File: config.mk
export PLATFORM = sky130hd
export DESIGN_NAME = i2s_sample_rx
export DESIGN_NICKNAME = d
export VERILOG_FILES = /design/src/rtl/i2s_sample_rx.sv
export SDC_FILE = /design/constraint.sdc
export NUM_CORES = 1
export LEC_CHECK = 0
export BUFFER_PORTS_ARGS = -buffer_cell sky130_fd_sc_hd__buf_2
export CAP_MARGIN = 20
export CORE_MARGIN = 2
export CORE_UTILIZATION = 57
export CTS_BUF_LIST = sky130_fd_sc_hd__clkbuf_16
export DETAILED_ROUTE_END_ITERATION = 8
export GPL_TIMING_DRIVEN = 0
export PLACE_DENSITY = 0.87
export SYNTH_ARGS = -nofsm -noshare
export SYNTH_HDL_FRONTEND = slang
export SYNTH_SLANG_ARGS = --single-unit
File: constraint.sdc
create_clock -name clk -period 2.4 [get_ports clk]
set_input_delay 0 -clock clk [delete_from_list [all_inputs] [get_ports clk]]
set_output_delay 0 -clock clk [all_outputs]
set_load 0.005 [all_outputs]
File: src/rtl/i2s_sample_rx.sv
// I2S slave receiver: oversamples bclk/lrck/sdata in the clk domain and emits
// sign-extended stereo sample pairs with a one-cycle valid strobe.
module i2s_sample_rx #(
  parameter int unsigned DATA_BITS = 24,
  parameter int unsigned W         = 32
) (
  input  logic         clk,
  input  logic         rst_n,
  input  logic         en,
  input  logic         bclk,
  input  logic         lrck,
  input  logic         sdata,
  output logic [W-1:0] sample_l,
  output logic [W-1:0] sample_r,
  output logic         valid,
  output logic         frame_err
);

  localparam int unsigned CW = $clog2(DATA_BITS + 1);
  localparam logic [CW-1:0] CntLast = CW'(DATA_BITS);

  typedef enum logic [1:0] {StIdle, StDelay, StShift, StWait} state_e;

  state_e               state_q, state_d;
  logic [2:0]           bclk_sync_q, bclk_sync_d;  // [0],[1] synchroniser, [2] edge history
  logic [1:0]           lrck_sync_q, lrck_sync_d;
  logic [1:0]           sdata_sync_q, sdata_sync_d;
  logic                 lrck_prev_q, lrck_prev_d;
  logic                 chan_q, chan_d;
  logic                 left_ok_q, left_ok_d;
  logic [CW-1:0]        cnt_q, cnt_d;
  logic [DATA_BITS-1:0] shift_q, shift_d;
  logic [W-1:0]         hold_l_q, hold_l_d;
  logic [W-1:0]         hold_r_q, hold_r_d;
  logic                 load_q, load_d;
  logic [W-1:0]         sample_l_q, sample_l_d;
  logic [W-1:0]         sample_r_q, sample_r_d;
  logic                 valid_q, valid_d;
  logic                 err_q, err_d;

  logic                 bclk_rise, lrck_s, sdata_s, lrck_chg;
  logic [DATA_BITS-1:0] shift_in;
  logic [CW-1:0]        cnt_inc;

  function automatic logic [W-1:0] sext(input logic [DATA_BITS-1:0] word);
    return W'($signed(word));
  endfunction

  always_comb begin
    bclk_sync_d  = {bclk_sync_q[1:0], bclk};
    lrck_sync_d  = {lrck_sync_q[0], lrck};
    sdata_sync_d = {sdata_sync_q[0], sdata};

    bclk_rise = bclk_sync_q[1] & ~bclk_sync_q[2];
    lrck_s    = lrck_sync_q[1];
    sdata_s   = sdata_sync_q[1];
    lrck_chg  = lrck_s ^ lrck_prev_q;
    shift_in  = {shift_q[DATA_BITS-2:0], sdata_s};
    cnt_inc   = cnt_q + CW'(1);

    state_d     = state_q;
    lrck_prev_d = lrck_prev_q;
    chan_d      = chan_q;
    left_ok_d   = left_ok_q;
    cnt_d       = cnt_q;
    shift_d     = shift_q;
    hold_l_d    = hold_l_q;
    hold_r_d    = hold_r_q;
    load_d      = 1'b0;
    sample_l_d  = sample_l_q;
    sample_r_d  = sample_r_q;
    valid_d     = 1'b0;
    err_d       = 1'b0;

    if (load_q && en) begin
      sample_l_d = hold_l_q;
      sample_r_d = hold_r_q;
      valid_d    = 1'b1;
    end

    if (bclk_rise) begin
      lrck_prev_d = lrck_s;
    end

    if (!en) begin
      state_d   = StIdle;
      left_ok_d = 1'b0;
    end else if (bclk_rise) begin
      unique case (state_q)
        StIdle: begin
          if (lrck_chg && !lrck_s) begin
            chan_d    = 1'b0;
            left_ok_d = 1'b0;
            state_d   = StDelay;
          end
        end
        StDelay: begin
          if (lrck_chg) begin
            err_d     = 1'b1;
            left_ok_d = 1'b0;
            chan_d    = lrck_s;
          end else begin
            // This rise carries the MSB, so the count starts at one.
            shift_d = shift_in;
            cnt_d   = CW'(1);
            state_d = StShift;
          end
        end
        StShift: begin
          if (lrck_chg) begin
            err_d     = 1'b1;
            left_ok_d = 1'b0;
            chan_d    = lrck_s;
            state_d   = StDelay;
          end else begin
            shift_d = shift_in;
            cnt_d   = cnt_inc;
            if (cnt_inc == CntLast) begin
              state_d = StWait;
              if (!chan_q) begin
                hold_l_d  = sext(shift_in);
                left_ok_d = 1'b1;
              end else if (left_ok_q) begin
                hold_r_d = sext(shift_in);
                load_d   = 1'b1;
              end
            end
          end
        end
        StWait: begin
          if (lrck_chg) begin
            chan_d  = lrck_s;
            state_d = StDelay;
            if (!lrck_s) left_ok_d = 1'b0;
          end
        end
        default: state_d = StIdle;
      endcase
    end
  end

  always_ff @(posedge clk or negedge rst_n) begin
    if (!rst_n) begin
      state_q      <= StIdle;
      bclk_sync_q  <= '0;
      lrck_sync_q  <= '0;
      sdata_sync_q <= '0;
      lrck_prev_q  <= 1'b0;
      chan_q       <= 1'b0;
      left_ok_q    <= 1'b0;
      cnt_q        <= '0;
      shift_q      <= '0;
      hold_l_q     <= '0;
      hold_r_q     <= '0;
      load_q       <= 1'b0;
      sample_l_q   <= '0;
      sample_r_q   <= '0;
      valid_q      <= 1'b0;
      err_q        <= 1'b0;
    end else begin
      state_q      <= state_d;
      bclk_sync_q  <= bclk_sync_d;
      lrck_sync_q  <= lrck_sync_d;
      sdata_sync_q <= sdata_sync_d;
      lrck_prev_q  <= lrck_prev_d;
      chan_q       <= chan_d;
      left_ok_q    <= left_ok_d;
      cnt_q        <= cnt_d;
      shift_q      <= shift_d;
      hold_l_q     <= hold_l_d;
      hold_r_q     <= hold_r_d;
      load_q       <= load_d;
      sample_l_q   <= sample_l_d;
      sample_r_q   <= sample_r_d;
      valid_q      <= valid_d;
      err_q        <= err_d;
    end
  end

  assign sample_l  = sample_l_q;
  assign sample_r  = sample_r_q;
  assign valid     = valid_q;
  assign frame_err = err_q;

endmodule
== Yosys cells after proc, flatten, opt, wreduce, memory -nomap -nowiden ==
Cells that the tools add are included.
Cells by class
  add/sub/neg operators: 1
  multipliers: 0
  divide/modulo/power cells: 0
  magnitude comparators: 0
  equal/unequal tests: 16
  shift-type cells: 0
  muxes and demuxes: 35
  bitwise gates (word level): 5
  reduce and logical (&&, ||, !) cells: 14
Operator list (number)
  1-bit 2-to-1 mux: 22
  3-bit != test (second input constant): 5
  2-bit 2-to-1 mux: 7
  7-bit AND reduction: 2
  5-bit 2-to-1 mux: 2
  5-bit one-hot mux with 2 select lines: 1
  5-bit AND reduction: 2
  4-bit != test (second input constant): 2
  2-bit one-hot mux with 4 select lines: 1
  4-bit AND reduction: 2
  2-bit != test (second input constant): 3
  6-bit AND reduction: 1
  5-bit by 1-bit adder with 5-bit output (second input constant): 1
  5-bit == test (second input constant): 1
  2-bit == test (second input constant): 2
  2-bit by 1-bit != test with 1-bit output (second input constant): 2
  1-bit one-hot mux with 4 select lines: 1
  1-bit inverter: 3
  3-bit OR reduction: 1
  2-bit by 1-bit == test with 1-bit output (second input constant): 1
  1-bit logical AND: 2
  2-bit logical NOT: 1
  1-bit one-hot mux with 2 select lines: 1
  2-bit nonzero test: 1
  other kinds (4): 4
Storage, ports and cells
  bits in registers: 139
  bits in latches: 0
  memory bits (writable): 0
  ROM bits: 0
  input bits: 6
  word-level logic and storage cells: 87
  memories kept: 0

== Depth between registers and ports, before layout ==
  word-level depth: 7
  depth in mapped cells: 7
  mapped depth without buffers: 7

== Worst setup path after synthesis ==
No wires, ideal clock.
  path type: reg-to-reg
  start point: reg lrck_sync_q[1]
  end point: reg hold_l_q[10]
  setup time: 125 ps
  arrival time: 1836 ps
  required time: 2275 ps
  setup slack: 440 ps
  stages on the path, launching flop included: 8
  period minus slack after synthesis: 1960 ps
  path through: dfrtp_1 -> inv_1 -> ha_1 -> and2_1 -> nand2_1 -> nor3_4 -> buf_6 -> mux2_2
On the way
  longest elaborated chain between the ends: 3
RTL lines
  start: declaration: RTL line 26  | logic [1:0] lrck_sync_q, lrck_sync_d;
  start signal: assignment: RTL line 163  | lrck_sync_q <= lrck_sync_d;
  1-bit XOR: RTL line 57  | lrck_chg = lrck_s ^ lrck_prev_q;
  1-bit inverter (no line)
  6-bit AND reduction (no line)
  end signal: assignment: RTL line 170  | hold_l_q <= hold_l_d;
  end: declaration: RTL line 33  | logic [W-1:0] hold_l_q, hold_l_d;
No other way between the ends.
A chain may end at the register's enable or synchronous reset.

== Worst setup path in the final report ==
  start point: reg lrck_sync_q[1]
  end point: reg hold_l_q[11]
Same word-level chain as after synthesis.

==> impl_metrics.ini <==
[critical_path]
r2r_end = hold_l_q[11]
slowest_stage = ha_2
startpoint_type = flip-flop
r2r_cells = 7
arrival_ps = 2600
crit_type = flip-flop to flip-flop
critPathMaxFanout = 10
path_buf_inv = 2
critPathTopFamily = simple AND/OR/NAND/NOR gates
crit_required_ps = 2690
reg2reg_from = lrck_sync_q[1]
critical-path-max-stage-delay_ps = 400
critPathCaptureType = flip-flop
cp_cell_sequence = inv_1 -> ha_2 -> and2_1 -> nand2_1 -> nor3_4 -> buf_6 -> mux2_2
ff2ff_setup_slack_ps = 90

[sta]
period_minus_slack_ps = 2310
relSlewSlack_pct = 53.6
drv_slew = 0
fin_crit_sh_pct = 96.1
rsz0062_at_grt = false
worstMarginPinSlew_ps = 696
whs_ps = 139
fmax_ghz = 0.434
final_hold_viol_count = 0
setup_viol = 0
fin_skew_ps = 11.6

[logic_synthesis]
synthFlopType = dfrtp_1
synth_area_leader_cell = dfrtp_1
synthArstFlopShare_pct = 100
yosysWarnings = 0
synthesis.area_um2 = 5590
ys_top_cells_by_area = dfrtp_1 (62%), mux2_2 (20%), mux2_4 (5.1%)
syn_inst = 360
synth_top_area_share_pct = 62.2
seq_area_frac_synth_pct = 62.2
syn_area_per_cell_um2 = 15.5
synth_most_common_cell = dfrtp_1
synth-edff-count = 0
synthTopCellsByCount = dfrtp_1 (139), mux2_2 (99), mux2_4 (19)
synth_nets = 374
synth_cell_types = 40
ys_seq_elements = 139

[clocking]
cts_tree = built
clock_latency_ps = 420
cts_inserted_buffers = 17
cts_sinks = 139
clk_pin_slew_ps = 60
cts_max_level = 4
cts-root-buf = clkbuf_16
clk_path_buf_depth = 2

[global_route]
grt_max_degree = 75
grt_pass1_wl_um = 17100
first_global_vias = 3309
overflow = 0
track_usage_pct = 22.0
grt_antenna_before_repair = 0

[drt]
ant_nets = 0
drt_iter0_markers = 102
drc = 0
wirelength_um = 10600
num_vias = 3230
firstDrtPassIters = 4
via_per_inst = 5.35
wire_per_inst_um = 17.5

[placed_design]
globalplace.congestion = 0.822
dp_hpwl_um = 6670
port_buffers = 71

[floorplan]
rows = 36
dieArea_um2 = 10600
core_um2 = 9640
start_util_pct = 58.0
die_y_um = 103
ios = 72
die_x_um = 103

[cells_and_area]
num-nets-final = 472
diodes = 0
fillers = 638
drive_gt1_share_pct = 53.5
area_growth_pct = 21.5

[pwr]
power_mw = 5.06
power_leakage_nw = 3.74
power.density_nw_per_um2 = 745
peakVddDrop_uv = 587

[outcome]
status = complete, no violations

[hold_path]
hold_path.class = input port to async pin

[flow_run]
drv_cap = 0
## layer usage
layer  vias to the layer above  share of wire (%)  global-route usage, %
met1                      1649                 43                   28.1
li1                       1457                  -                      -
met2                       101                 51                   35.4
met5                         -                  0                      0
met3                        23                4.4                   6.92
met4                         0                1.8                   8.50
## power by group
part	total, mW	switching [mW]	leakage (nW)	internal, mW
Sequential	2.40	0.0333	1.92	2.37
Combinational	0.118	0.0793	1.54	0.0386
Clock	2.54	1.01	0.284	1.53
Total	5.06	1.12	3.74	3.93
## stage by stage
| step | setup TNS, ps | std cells | utilization (%) | setup slack, ps | instance area (µm²) |
|---|---|---|---|---|---|
| after global placement | -55510 | 564 | 63.4 | -407 | 6110 |
| after global routing | 0 | 604 | 70.4 | 1.52 | 6790 |
| after detailed placement | 0 | 565 | 63.7 | 69.1 | 6140 |
| after CTS | 0 | 602 | 70.2 | 30.9 | 6770 |
| final | 0 | 604 | 70.4 | 94.8 | 6790 |
| after floorplan | 0 | 360 | - | 440 | 5590 |
## state kept, by name, indices dropped and copies added, names as in the netlist, 2 cells and up
name	count
sdata_sync_q	2
state_q	2
hold_r_q	24
hold_l_q	24
sample_l	24
lrck_sync_q	2
shift_q	23
sample_r	24
cnt_q	5
bclk_sync_q	3
## area by class of cell
class | instances | area [µm²] | area share [%]
clock inverter | 15 | 151 | 2.23
multi-input combinational | 186 | 1880 | 27.8
tap | 133 | 166 | 2.45
sequential | 139 | 3480 | 51.2
clock buffer | 17 | 425 | 6.26
inverter | 8 | 30.0 | 0.442
buffer | 27 | 200 | 2.95
timing repair buffer | 79 | 454 | 6.69
## worst max-delay path by stage
stage,startpoint,endpoint,cells after the start
floorplan,lrck_sync_q[1],hold_l_q[10],7
global placement,rst_n,sample_l[8],1
detailed placement,lrck_sync_q[1],hold_l_q[5],7
CTS,lrck_sync_q[1],hold_l_q[11],7
global route,lrck_sync_q[1],hold_l_q[5],7
finish,lrck_sync_q[1],hold_l_q[11],7
## cells by family after synthesis
family,share of synthesized area [%]
DFF,62.2
adders and majority gates,1.79
muxes,25.3
xor gates and xnor gates,0.313
AOI/OAI and AO/OA,2.44
and+or+nand+nor,3.85
buffers and inverters,4.12
## layout by cell type, fill, tap and decap left out, types with 2 or more instances in the layout
cell / n
a21oi_1: 3
and4b_1: 2
buf_2: 71
buf_4: 20
buf_6: 5
bufinv_16: 2
clkbuf_1: 3
clkbuf_16: 17
clkinv_2: 3
clkinv_4: 2
clkinvlp_4: 3
dfrtp_1: 139
dlygate4sd3_1: 5
ha_1: 7
inv_1: 10
inv_6: 2
mux2_2: 99
mux2_4: 19
nand2_1: 12
nand3_1: 3
nor2_1: 6
o21ai_0: 8
xor2_1: 2
## timing repair
| item | in CTS | in global routing |
|---|---|---|
| setup buffers | 0 | 2 |
| hold endpoints to repair | 72 | 0 |
| hold buffers | 5 | 0 |
| setup endpoints to repair | 0 | 39 |
| gates resized for setup | 0 | 2 |
No activity file was read; power rests on OpenSTA's default activity.
